==> config.mk <==
export PLATFORM = sky130hd
export DESIGN_NAME = alu_op_sequencer_flat
export DESIGN_NICKNAME = d
export VERILOG_FILES = /design/src/rtl/alu_op_sequencer_if.sv /design/src/rtl/alu_op_sequencer.sv /design/src/flat_wrapper.sv
export SDC_FILE = /design/constraint.sdc
export NUM_CORES = 1
export LEC_CHECK = 0
export ABC_AREA = 0
export CAP_MARGIN = 15
export CORE_ASPECT_RATIO = 0.5
export CORE_MARGIN = 4
export CORE_UTILIZATION = 34
export DETAILED_ROUTE_END_ITERATION = 8
export HOLD_SLACK_MARGIN = 0.06
export PLACE_DENSITY = 0.76
export SLEW_MARGIN = 20
export SYNTH_ARGS = -nofsm -noshare
export SYNTH_HDL_FRONTEND = slang
export SYNTH_SLANG_ARGS = --single-unit
==> constraint.sdc <==
create_clock -name clk -period 2.1 [get_ports clk]
set_clock_uncertainty 0.2 [all_clocks]
set_input_delay 0.42 -clock clk [delete_from_list [all_inputs] [get_ports clk]]
set_output_delay 0.42 -clock clk [all_outputs]
set_load 0.01 [all_outputs]
==> src/rtl/alu_op_sequencer_if.sv <==
// Bundle between the calculator controller, the sequencer and the combinational ALU.
// The slave side is the sequencer; the master side is everything around it.
interface alu_op_sequencer_if #(
  parameter int WIDTH = 8
);
  logic             start;
  logic [WIDTH-1:0] op_a;
  logic [WIDTH-1:0] op_b;
  logic [1:0]       op_sel;
  logic             clear_err;

  logic [WIDTH-1:0] alu_a;
  logic [WIDTH-1:0] alu_b;
  logic             alu_binvert;
  logic [1:0]       alu_op;
  logic [WIDTH-1:0] alu_result;
  logic             alu_carry_out;
  logic             alu_overflow;

  logic             busy;
  logic             done;
  logic [WIDTH-1:0] result;
  logic             flag_z;
  logic             flag_n;
  logic             flag_c;
  logic             flag_v;
  logic             err_sticky;

  modport master (
    output start, op_a, op_b, op_sel, clear_err,
    output alu_result, alu_carry_out, alu_overflow,
    input  alu_a, alu_b, alu_binvert, alu_op,
    input  busy, done, result, flag_z, flag_n, flag_c, flag_v, err_sticky
  );

  modport slave (
    input  start, op_a, op_b, op_sel, clear_err,
    input  alu_result, alu_carry_out, alu_overflow,
    output alu_a, alu_b, alu_binvert, alu_op,
    output busy, done, result, flag_z, flag_n, flag_c, flag_v, err_sticky
  );
endinterface

==> src/rtl/alu_op_sequencer.sv <==
// Issue/capture stage for a combinational ALU: latches operands on start, holds
// them for SETTLE_CYCLES, then registers result, flags and a sticky overflow error.
module alu_op_sequencer #(
  parameter int WIDTH         = 8,
  parameter int SETTLE_CYCLES = 1
) (
  input logic             clk,
  input logic             rst,
  alu_op_sequencer_if.slave bus
);
  localparam int CW = (SETTLE_CYCLES > 1) ? $clog2(SETTLE_CYCLES) : 1;
  localparam logic [CW-1:0] CNT_LAST = CW'(SETTLE_CYCLES - 1);

  typedef enum logic [1:0] {
    IDLE   = 2'd0,
    SETTLE = 2'd1,
    DONE   = 2'd2
  } state_t;

  state_t state;
  state_t state_next;
  logic   load;
  logic   capture;

  logic [CW-1:0]    cnt;
  logic [WIDTH-1:0] alu_a_q;
  logic [WIDTH-1:0] alu_b_q;
  logic             alu_binvert_q;
  logic [1:0]       alu_op_q;
  logic [WIDTH-1:0] result_q;
  logic             flag_z_q;
  logic             flag_n_q;
  logic             flag_c_q;
  logic             flag_v_q;
  logic             err_q;
  logic             arith;
  logic             cap_ovf;

  always_ff @(posedge clk or posedge rst) begin
    if (rst) state <= IDLE;
    else     state <= state_next;
  end

  always_comb begin
    state_next = state;
    load       = 1'b0;
    capture    = 1'b0;
    case (state)
      IDLE: begin
        if (bus.start) begin
          load       = 1'b1;
          state_next = SETTLE;
        end
      end
      SETTLE: begin
        if (cnt == CNT_LAST) begin
          capture    = 1'b1;
          state_next = DONE;
        end
      end
      DONE:    state_next = IDLE;
      default: state_next = IDLE;
    endcase
  end

  always_ff @(posedge clk or posedge rst) begin
    if (rst)                 cnt <= '0;
    else if (load)           cnt <= '0;
    else if (state == SETTLE) cnt <= cnt + 1'b1;
  end

  // ALU inputs stay stable through SETTLE and hold until the next accepted start.
  always_ff @(posedge clk or posedge rst) begin
    if (rst) begin
      alu_a_q       <= '0;
      alu_b_q       <= '0;
      alu_op_q      <= '0;
      alu_binvert_q <= 1'b0;
    end else if (load) begin
      alu_a_q       <= bus.op_a;
      alu_b_q       <= bus.op_b;
      alu_op_q      <= bus.op_sel;
      alu_binvert_q <= (bus.op_sel == 2'b01);
    end
  end

  // Logic ops (op[1]=1) mask carry/overflow regardless of what the ALU reports.
  assign arith   = ~alu_op_q[1];
  assign cap_ovf = arith & bus.alu_overflow;

  always_ff @(posedge clk or posedge rst) begin
    if (rst) begin
      result_q <= '0;
      flag_z_q <= 1'b0;
      flag_n_q <= 1'b0;
      flag_c_q <= 1'b0;
      flag_v_q <= 1'b0;
    end else if (capture) begin
      result_q <= bus.alu_result;
      flag_z_q <= (bus.alu_result == '0);
      flag_n_q <= bus.alu_result[WIDTH-1];
      flag_c_q <= arith & bus.alu_carry_out;
      flag_v_q <= cap_ovf;
    end
  end

  always_ff @(posedge clk or posedge rst) begin
    if (rst)                     err_q <= 1'b0;
    else if (capture && cap_ovf) err_q <= 1'b1;
    else if (bus.clear_err)      err_q <= 1'b0;
  end

  assign bus.alu_a       = alu_a_q;
  assign bus.alu_b       = alu_b_q;
  assign bus.alu_binvert = alu_binvert_q;
  assign bus.alu_op      = alu_op_q;
  assign bus.busy        = (state == SETTLE);
  assign bus.done        = (state == DONE);
  assign bus.result      = result_q;
  assign bus.flag_z      = flag_z_q;
  assign bus.flag_n      = flag_n_q;
  assign bus.flag_c      = flag_c_q;
  assign bus.flag_v      = flag_v_q;
  assign bus.err_sticky  = err_q;
endmodule

==> src/flat_wrapper.sv <==
// flat-port wrapper written by rule: the top's interface ports become plain ports
module alu_op_sequencer_flat 
#(
  parameter int WIDTH         = 8,
  parameter int SETTLE_CYCLES = 1
)
  (clk, rst, bus_start, bus_op_a, bus_op_b, bus_op_sel, bus_clear_err, bus_alu_result, bus_alu_carry_out, bus_alu_overflow, bus_alu_a, bus_alu_b, bus_alu_binvert, bus_alu_op, bus_busy, bus_done, bus_result, bus_flag_z, bus_flag_n, bus_flag_c, bus_flag_v, bus_err_sticky);
  alu_op_sequencer_if #(.WIDTH(WIDTH)) bus_i ();
  input logic clk;
  input logic rst;
  input wire logic [$bits(bus_i.start)-1:0] bus_start;
  input wire logic [$bits(bus_i.op_a)-1:0] bus_op_a;
  input wire logic [$bits(bus_i.op_b)-1:0] bus_op_b;
  input wire logic [$bits(bus_i.op_sel)-1:0] bus_op_sel;
  input wire logic [$bits(bus_i.clear_err)-1:0] bus_clear_err;
  input wire logic [$bits(bus_i.alu_result)-1:0] bus_alu_result;
  input wire logic [$bits(bus_i.alu_carry_out)-1:0] bus_alu_carry_out;
  input wire logic [$bits(bus_i.alu_overflow)-1:0] bus_alu_overflow;
  output wire logic [$bits(bus_i.alu_a)-1:0] bus_alu_a;
  output wire logic [$bits(bus_i.alu_b)-1:0] bus_alu_b;
  output wire logic [$bits(bus_i.alu_binvert)-1:0] bus_alu_binvert;
  output wire logic [$bits(bus_i.alu_op)-1:0] bus_alu_op;
  output wire logic [$bits(bus_i.busy)-1:0] bus_busy;
  output wire logic [$bits(bus_i.done)-1:0] bus_done;
  output wire logic [$bits(bus_i.result)-1:0] bus_result;
  output wire logic [$bits(bus_i.flag_z)-1:0] bus_flag_z;
  output wire logic [$bits(bus_i.flag_n)-1:0] bus_flag_n;
  output wire logic [$bits(bus_i.flag_c)-1:0] bus_flag_c;
  output wire logic [$bits(bus_i.flag_v)-1:0] bus_flag_v;
  output wire logic [$bits(bus_i.err_sticky)-1:0] bus_err_sticky;
  assign bus_i.start = bus_start;
  assign bus_i.op_a = bus_op_a;
  assign bus_i.op_b = bus_op_b;
  assign bus_i.op_sel = bus_op_sel;
  assign bus_i.clear_err = bus_clear_err;
  assign bus_i.alu_result = bus_alu_result;
  assign bus_i.alu_carry_out = bus_alu_carry_out;
  assign bus_i.alu_overflow = bus_alu_overflow;
  assign bus_alu_a = bus_i.alu_a;
  assign bus_alu_b = bus_i.alu_b;
  assign bus_alu_binvert = bus_i.alu_binvert;
  assign bus_alu_op = bus_i.alu_op;
  assign bus_busy = bus_i.busy;
  assign bus_done = bus_i.done;
  assign bus_result = bus_i.result;
  assign bus_flag_z = bus_i.flag_z;
  assign bus_flag_n = bus_i.flag_n;
  assign bus_flag_c = bus_i.flag_c;
  assign bus_flag_v = bus_i.flag_v;
  assign bus_err_sticky = bus_i.err_sticky;
  alu_op_sequencer #(.WIDTH(WIDTH), .SETTLE_CYCLES(SETTLE_CYCLES)) u_core (.clk(clk), .rst(rst), .bus(bus_i));
endmodule
## Word-level counts from Yosys, hierarchy flattened

Cells that the tools add are included.

- Bits in registers: 35
- Output and inout bits: 34
- Word-level logic and storage cells: 38

- Add/subtract/negate cells: 1
- Equality and inequality tests: 5
- Mux-type cells: 11
- Bitwise operators: 3
- Reductions and logical operators: 6

Operators with widths:

| operator | count |
|---|---|
| zero test 8 bit | 1 |
| two-way mux 1 bit | 8 |
| == test 2 x 1 -> 1 bit (second input constant) | 2 |
| two-way mux 2 bit | 2 |
| != test 2 bit (second input constant) | 2 |
| one-hot mux 2 bit (2 select lines) | 1 |
| nonzero test 2 bit | 2 |
| bitwise AND 1 bit | 2 |
| == test 2 bit (second input constant) | 1 |
| zero test 2 bit | 1 |
| AND reduction 2 bit | 1 |
| adder 1 bit (second input constant) | 1 |
| logical AND 1 bit | 1 |
| NOT 1 bit | 1 |

## Longest topological paths before layout

Gate-level depths: netlist of run 1.

- Depth after elaboration: 4
- Gate-level depth with buffers: 5

## Worst setup path before layout of run 1

Ideal clock, no wire load.

- Kind: register -> register
- Start point: register u_core.state[0]
- End point: register u_core.alu_a_q[3] (netlist: u_core.bus.alu_a[3])
- Data arrival time: 1184 ps
- Slack: 591 ps
- Cell stages (with the launch flop): 4
- Path buffers: 1
- Clock period less this slack: 1509 ps
- Cells stage by stage: dfrtp_1 nor3b_2 buf_2 mux2_2

- Word-level cells in the longest chain between the ends: 2

RTL lines:

| item | line | source |
|---|---|---|
| from (decl) | alu_op_sequencer.sv:20 | `state_t state;` |
| from (signal assigned) | alu_op_sequencer.sv:41 | `else state <= state_next;` |
| zero test 2 bit | alu_op_sequencer.sv:48 | `case (state)` |
| two-way mux 1 bit | alu_op_sequencer.sv:48 |  |
| to (signal assigned) | alu_op_sequencer.sv:80 | `alu_a_q <= bus.op_a;` |
| to (decl) | alu_op_sequencer.sv:26 | `logic [WIDTH-1:0] alu_a_q;` |

No other way between the ends.
A chain may end at the register's enable or synchronous reset.

## Worst setup path after layout of run 1

- Start point: register u_core.state[0]
- End point: output port bus_done

- Word-level cells in the longest chain between the ends: 1

RTL lines:

| item | line | source |
|---|---|---|
| == test 2 bit | alu_op_sequencer.sv:118 | `assign bus.done = (state == DONE);` |
| to (decl) | flat_wrapper.sv:24 | `output wire logic [$bits(bus_i.done)-1:0] bus_done;` |

No other way between the ends.

==> impl_metrics.csv, run 1 <==
group,metric,value,unit
run_status,outcome,"finished clean",
final_layout,final_common_cell,"clkdlybuf4s50_1",
worst_setup_path,startpoint,"u_core.state[0]",
placement,dp_cells,221,
clocking,cts_root_buffer,"clkbuf_8",
worst_setup_path,cp_num_cells,2,
synthesis,syn-cell-area,1320,sq um
worst_setup_path,worst_path_max_delay_cell,"clkdlybuf4s50_1",
drt,first_iter_violations,35,
final_layout,design_area,2130,sq um
drt,firstDrtPassIters,4,
clocking,cts_inserted_buffers,5,
clocking,path_clk_slew,70,ps
placement,hpwlAfterDp,2380,um
worst_setup_path,cp_max_fo,4,
floorplan,io_pins,66,
final_layout,nets,210,
final_layout,final_cell_mix,"64 x clkdlybuf4s50_1, 34 x dfrtp_1, 31 x nand2_1",
worst_setup_path,cp_num_buf_inv,1,
final_layout,antenna_cells,0,
synthesis,syn-mean-instance-area,12.4,sq um
sta,slew_headroom,0.717,
floorplan,die_width,96.2,um
pwr,power_density,1440,nW/um^2
global_route,busiest_layer,"met2",
worst_setup_path,rrSetupSlack,470,ps
clocking,cts.sinks,34,
worst_setup_path,worstSetupEndpoint,"bus_done",
global_route,first_global_vias,1064,
pwr,leakagePower,0.963,nW
worst_setup_path,arrival,1390,ps
global_route,met3_usage,0.0419,
clocking,cts_tree,"yes",
global_route,grt_max_degree,35,
sta,min_period_over_period,0.956,
final_layout,drive_gt1_frac,0.173,
worst_setup_path,critPathTopFamily,"buffers and inverters",
worst_setup_path,cp_cell_sequence,"and2b_1, clkdlybuf4s50_1",
global_route,grt_pass1_wl,5050,um
drt,wirelength,3070,um
clocking,cts_buffer_depth,2,
sta,fin_tns_setup,0,ps
worst_setup_path,cp-end-kind,"output port",
worst_setup_path,path_class,"reg -> out",
synthesis,synth-edff-count,0,
min_path,hold_class,"reg -> reg",
synthesis,yosysWarningCount,0,
run,cap_violations,0,
drt,vias,1008,
synthesis,syn_nets,139,
placement,dp_slack,108,ps
sta,tightest_slew,425,ps
final_layout,area_growth,60.8,%
floorplan,dieArea,5020,sq um
global_route,antenna_found_initial,0,
sta,hold_viol,0,
worst_setup_path,r2r_cells,4,
drt,post_drt_wl_per_cell,13.3,um
worst_setup_path,cp_slowest_stage_delay,520,ps
synthesis,seq_area_frac_synth,0.643,
worst_setup_path,crit_required,1480,ps
sta,slew_viol_final,0,
global_route,grt_util_met1,0.163,
sta,final.setup.worst_slack,91.4,ps
synthesis,synth_async_sr_flop_share,1.00,
sta,finalCriticalPeriod,2010,ps
placement,place_congestion,0.769,
sta,holdWs,266,ps
drt,ant_nets,0,
global_route,grt_use_met2,0.230,
floorplan,rows,15,
global_route,grt_overflow,0,
worst_setup_path,r2r_end,"u_core.bus.alu_op[0]",
pwr,total_power,3.07,mW
clocking,cts_hold_buffers,0,
worst_setup_path,startpoint_type,"flip-flop",
sta,setup_viol,0,
drt,vias_per_cell,4.38,
final_layout,final_core_util,0.594,
clocking,htreeDepth,2,
worst_setup_path,r2r-start,"u_core.state[0]",
floorplan,die_y,52.1,um
floorplan,core,3580,sq um
pwr,ir_drop,0.000684,V
final_layout,finalNonFillerCells,230,
sta,rsz0062_at_grt,"no",
global_route,grt_use_total,0.136,
drt,drc,0,
sta,fmax,498,MHz
synthesis,ys_ff_latch,34,
floorplan,start_util,0.369,
placement,port_buffers,65,
placement,place_area,2030,sq um
final_layout,fillers,296,
synthesis,synth_flop_cell,"dfrtp_1",
synthesis,synth_cell_types,20,
synthesis,syn_inst,107,
clocking,clk-insertion-delay-late,280,ps
[worst min-delay path, stage by stage, from the launching register on]
cell and delay (ps):
dfrtp_1 340, nand2_1 50, nand2_1 50
[layout make-up]
| cell class | count | area (sq um) | share of cell area |
|---|---|---|---|
| Tap cell | 51 | 63.8 | 0.0300 |
| Inverter | 4 | 16.3 | 0.00764 |
| Multi-Input combinational cell | 64 | 423 | 0.199 |
| Timing Repair Buffer | 69 | 683 | 0.321 |
| Clock buffer | 7 | 86.3 | 0.0406 |
| Sequential cell | 34 | 851 | 0.400 |
| Clock inverter | 1 | 5.00 | 0.00235 |
[Yosys cell counts (2+ instances only)]
cell       n  share of area
inv_1      3         0.0085
buf_2      3          0.011
o21ai_0    2         0.0076
mux2_2    17           0.14
nand2_1   31          0.088
nor4_1     2         0.0095
nand3b_1   3          0.017
dfrtp_1   34           0.64
[report_power, final]
| part | total, mW | switching, mW | internal (mW) |
|---|---|---|---|
| clock | 0.487 | 0.223 | 0.264 |
| sequential | 1.15 | 0.182 | 0.970 |
| combinational | 1.43 | 0.563 | 0.870 |
| total | 3.07 | 0.967 | 2.10 |
[state kept, by name, indices dropped and copies added (netlist names), 2 cells and up]
register           cells
u_core.bus.alu_b       8
u_core.bus.alu_op      2
u_core.bus.result      7
u_core.bus.alu_a       8
u_core.state           2
[worst min path at each step]
stage,start,end,slack [ps],cells past startpoint
floorplan,u_core.cnt,u_core.state[0],270,1
global placement,u_core.bus.flag_c,u_core.bus.flag_c,260,2
detailed placement,u_core.bus.flag_c,u_core.bus.flag_c,260,2
CTS,u_core.bus.flag_c,u_core.bus.flag_c,270,2
global route,u_core.bus.flag_z,u_core.bus.flag_z,300,2
finish,u_core.bus.flag_c,u_core.bus.flag_c,270,2
[routing by layer]
metal / part of all wire / up-vias / wire [um]
met2: 0.54 / 17 / 1660
met1: 0.41 / 497 / 1270
met3: 0.038 / 4 / 117
met5: 0 / - / 0
li1: - / 490 / -
met4: 0.0075 / 0 / 23
[cell families after synthesis]
kind of cell,after synthesis,share of synthesized area
AOI/OAI and AO/OA,4,0.0170
buffers and inverters,9,0.0378
DFF,34,0.643
muxes,18,0.153
and+or+nand+nor,42,0.149
[repair_timing]
action,CTS,global route
gates resized for setup,0,1
setup endpoints to repair,0,2
setup buffers,0,1
(Power assumes the default switching activity.)
==> run 2, diff against run 1 <==
Settings changed: CTS_BUF_LIST set to sky130_fd_sc_hd__clkbuf_4.
==> run 2 against run 1 <==
Net effect:
- non-clock buffer count unchanged
- flip-flop and latch count unchanged
- count of clock-buffer cells in the layout decreased by 1
- largest power group unchanged
- highest routed layer unchanged
- critical path depth decreased by 1
- power decreased by 4.4%
- sequential power about the same
- die area unchanged
- setup slack improved by 96 ps
- utilization decreased by 1.1 points
- sequential share of layout area increased by 0.74 points
- worst hold slack got worse by 17 ps
- final cell count unchanged
- largest cell class unchanged
==> impl_metrics.csv, run 2 (synthesized netlist as in run 1, its figures left out) <==
group,metric,value,unit
run_status,outcome,"finished clean",
worst_setup_path,arrival,1290,ps
clocking,htreeDepth,2,
worst_setup_path,startpoint_type,"flip-flop",
sta,min_period_over_period,0.911,
clocking,cts_inserted_buffers,5,
global_route,grt_use_met2,0.239,
floorplan,die_y,52.1,um
floorplan,rows,15,
final_layout,nets,210,
final_layout,final_common_cell,"clkdlybuf4s50_1",
worst_setup_path,cp-end-kind,"output port",
global_route,grt_pass1_wl,5030,um
worst_setup_path,cp_num_buf_inv,1,
pwr,power_density,1410,nW/um^2
placement,place_area,2030,sq um
sta,fmax,523,MHz
sta,setup_viol,0,
final_layout,design_area,2090,sq um
placement,hpwlAfterDp,2380,um
global_route,antenna_found_initial,0,
worst_setup_path,path_class,"reg -> out",
floorplan,start_util,0.369,
worst_setup_path,cp_slowest_stage_delay,560,ps
clocking,cts.sinks,34,
final_layout,finalNonFillerCells,230,
worst_setup_path,cp_cell_sequence,"clkdlybuf4s50_1",
sta,rsz0062_at_grt,"no",
sta,slew_viol_final,0,
global_route,busiest_layer,"met2",
global_route,met3_usage,0.0419,
global_route,grt_overflow,0,
clocking,cts_root_buffer,"clkbuf_4",
drt,wirelength,3110,um
worst_setup_path,critPathTopFamily,"buffers and inverters",
pwr,leakagePower,0.953,nW
clocking,path_clk_slew,110,ps
run,cap_violations,0,
drt,vias,1017,
drt,firstDrtPassIters,4,
final_layout,final_cell_mix,"63 x clkdlybuf4s50_1, 34 x dfrtp_1, 31 x nand2_1",
final_layout,antenna_cells,0,
global_route,first_global_vias,1055,
global_route,grt_util_met1,0.160,
clocking,cts_hold_buffers,0,
placement,port_buffers,65,
floorplan,io_pins,66,
drt,first_iter_violations,42,
sta,slew_headroom,0.720,
drt,vias_per_cell,4.42,
pwr,ir_drop,0.000644,V
sta,fin_tns_setup,0,ps
clocking,cts_tree,"yes",
floorplan,core,3580,sq um
placement,place_congestion,0.769,
drt,drc,0,
clocking,cts_buffer_depth,2,
worst_setup_path,cp_num_cells,1,
final_layout,drive_gt1_frac,0.173,
global_route,grt_use_total,0.137,
worst_setup_path,cp_max_fo,4,
min_path,hold_class,"in -> async",
final_layout,fillers,307,
global_route,grt_max_degree,35,
floorplan,die_width,96.2,um
floorplan,dieArea,5020,sq um
drt,post_drt_wl_per_cell,13.5,um
clocking,clk-insertion-delay-late,340,ps
sta,hold_viol,0,
worst_setup_path,r2r_cells,4,
worst_setup_path,crit_required,1480,ps
sta,tightest_slew,420,ps
placement,dp_cells,221,
drt,ant_nets,0,
final_layout,area_growth,57.8,%
sta,finalCriticalPeriod,1910,ps
worst_setup_path,worst_path_max_delay_cell,"clkdlybuf4s50_1",
[run 2: changes by cell type in the layout (fill, tap and decap cells not counted), sizes merged]
cell,delta
clkinv,+1
dlygate4sd2,+1
clkbuf,-1
clkdlybuf4s50,-1
[run 2: worst paths after layout]
| path | start | endpoint | slack, ps |
|---|---|---|---|
| min in group clk | u_core.bus.flag_c | u_core.bus.flag_c | 270 |
| max reg2reg | u_core.state[0] | u_core.bus.alu_op[0] | 460 |
| min | rst | u_core.bus.alu_a[7] | 250 |
| min reg2reg | u_core.bus.flag_c | u_core.bus.flag_c | 270 |
| max | u_core.bus.alu_op[1] | bus_alu_op[1] | 190 |
| max in group asynchronous | rst | u_core.bus.alu_binvert | 1130 |
[run 2: report_power, final]
part / internal, mW / switching [mW] / total [mW] / leakage [nW]
Combinational: 0.864 / 0.567 / 1.43 / 0.506
Clock: 0.139 / 0.221 / 0.359 / 0.0331
Sequential: 0.967 / 0.181 / 1.15 / 0.414
Total: 1.97 / 0.969 / 2.94 / 0.953
[run 2: cell type report]
cell class | instances | area (sq um) | area share
Timing Repair Buffer | 69 | 682 | 0.326
Clock inverter | 2 | 8.76 | 0.00419
Sequential cell | 34 | 851 | 0.407
Clock buffer | 6 | 45.0 | 0.0216
Tap cell | 51 | 63.8 | 0.0305
Inverter | 4 | 16.3 | 0.00778
Multi-Input combinational cell | 64 | 423 | 0.202
[run 2: metal layers]
| metal | wire, um | up-vias |
|---|---|---|
| met3 | 127 | 4 |
| met4 | 40 | 0 |
| met5 | 0 | - |
| met1 | 1290 | 499 |
| li1 | - | 494 |
| met2 | 1650 | 20 |
[run 2: per-stage QoR]
| step | utilization | hold slack, ps | setup slack (ps) | power, mW |
|---|---|---|---|---|
| CTS | 0.582 | 268 | 11.5 | 2.98 |
| floorplan | - | 267 | 591 | 1.82 |
| finish | 0.583 | 248 | 188 | 2.94 |
| detailed placement | 0.565 | 259 | 108 | 2.61 |
| global route | 0.583 | 294 | 121 | 3.14 |
| global placement | 0.565 | 258 | 149 | 2.57 |
[run 2: worst reg2reg max path: cells and delay by family (launching register included)]
kind / cells / cell delay [ps]
flops: 1 / 410
buf+inv: 2 / 370
mux: 1 / 350
simple gates: 1 / 200
[run 2: repair_timing]
| action | CTS | global route |
|---|---|---|
| resized for setup | 1 | 1 |
| endpoints found under the setup margin | 2 | 1 |
| setup buffers | 1 | 0 |
==> run 3, diff against run 2 <==
Settings changed: CTS_CLUSTER_SIZE set to 40.
==> results of run 3 <==
Same layout as run 2: the final DEF is identical, and so are final timing and power.
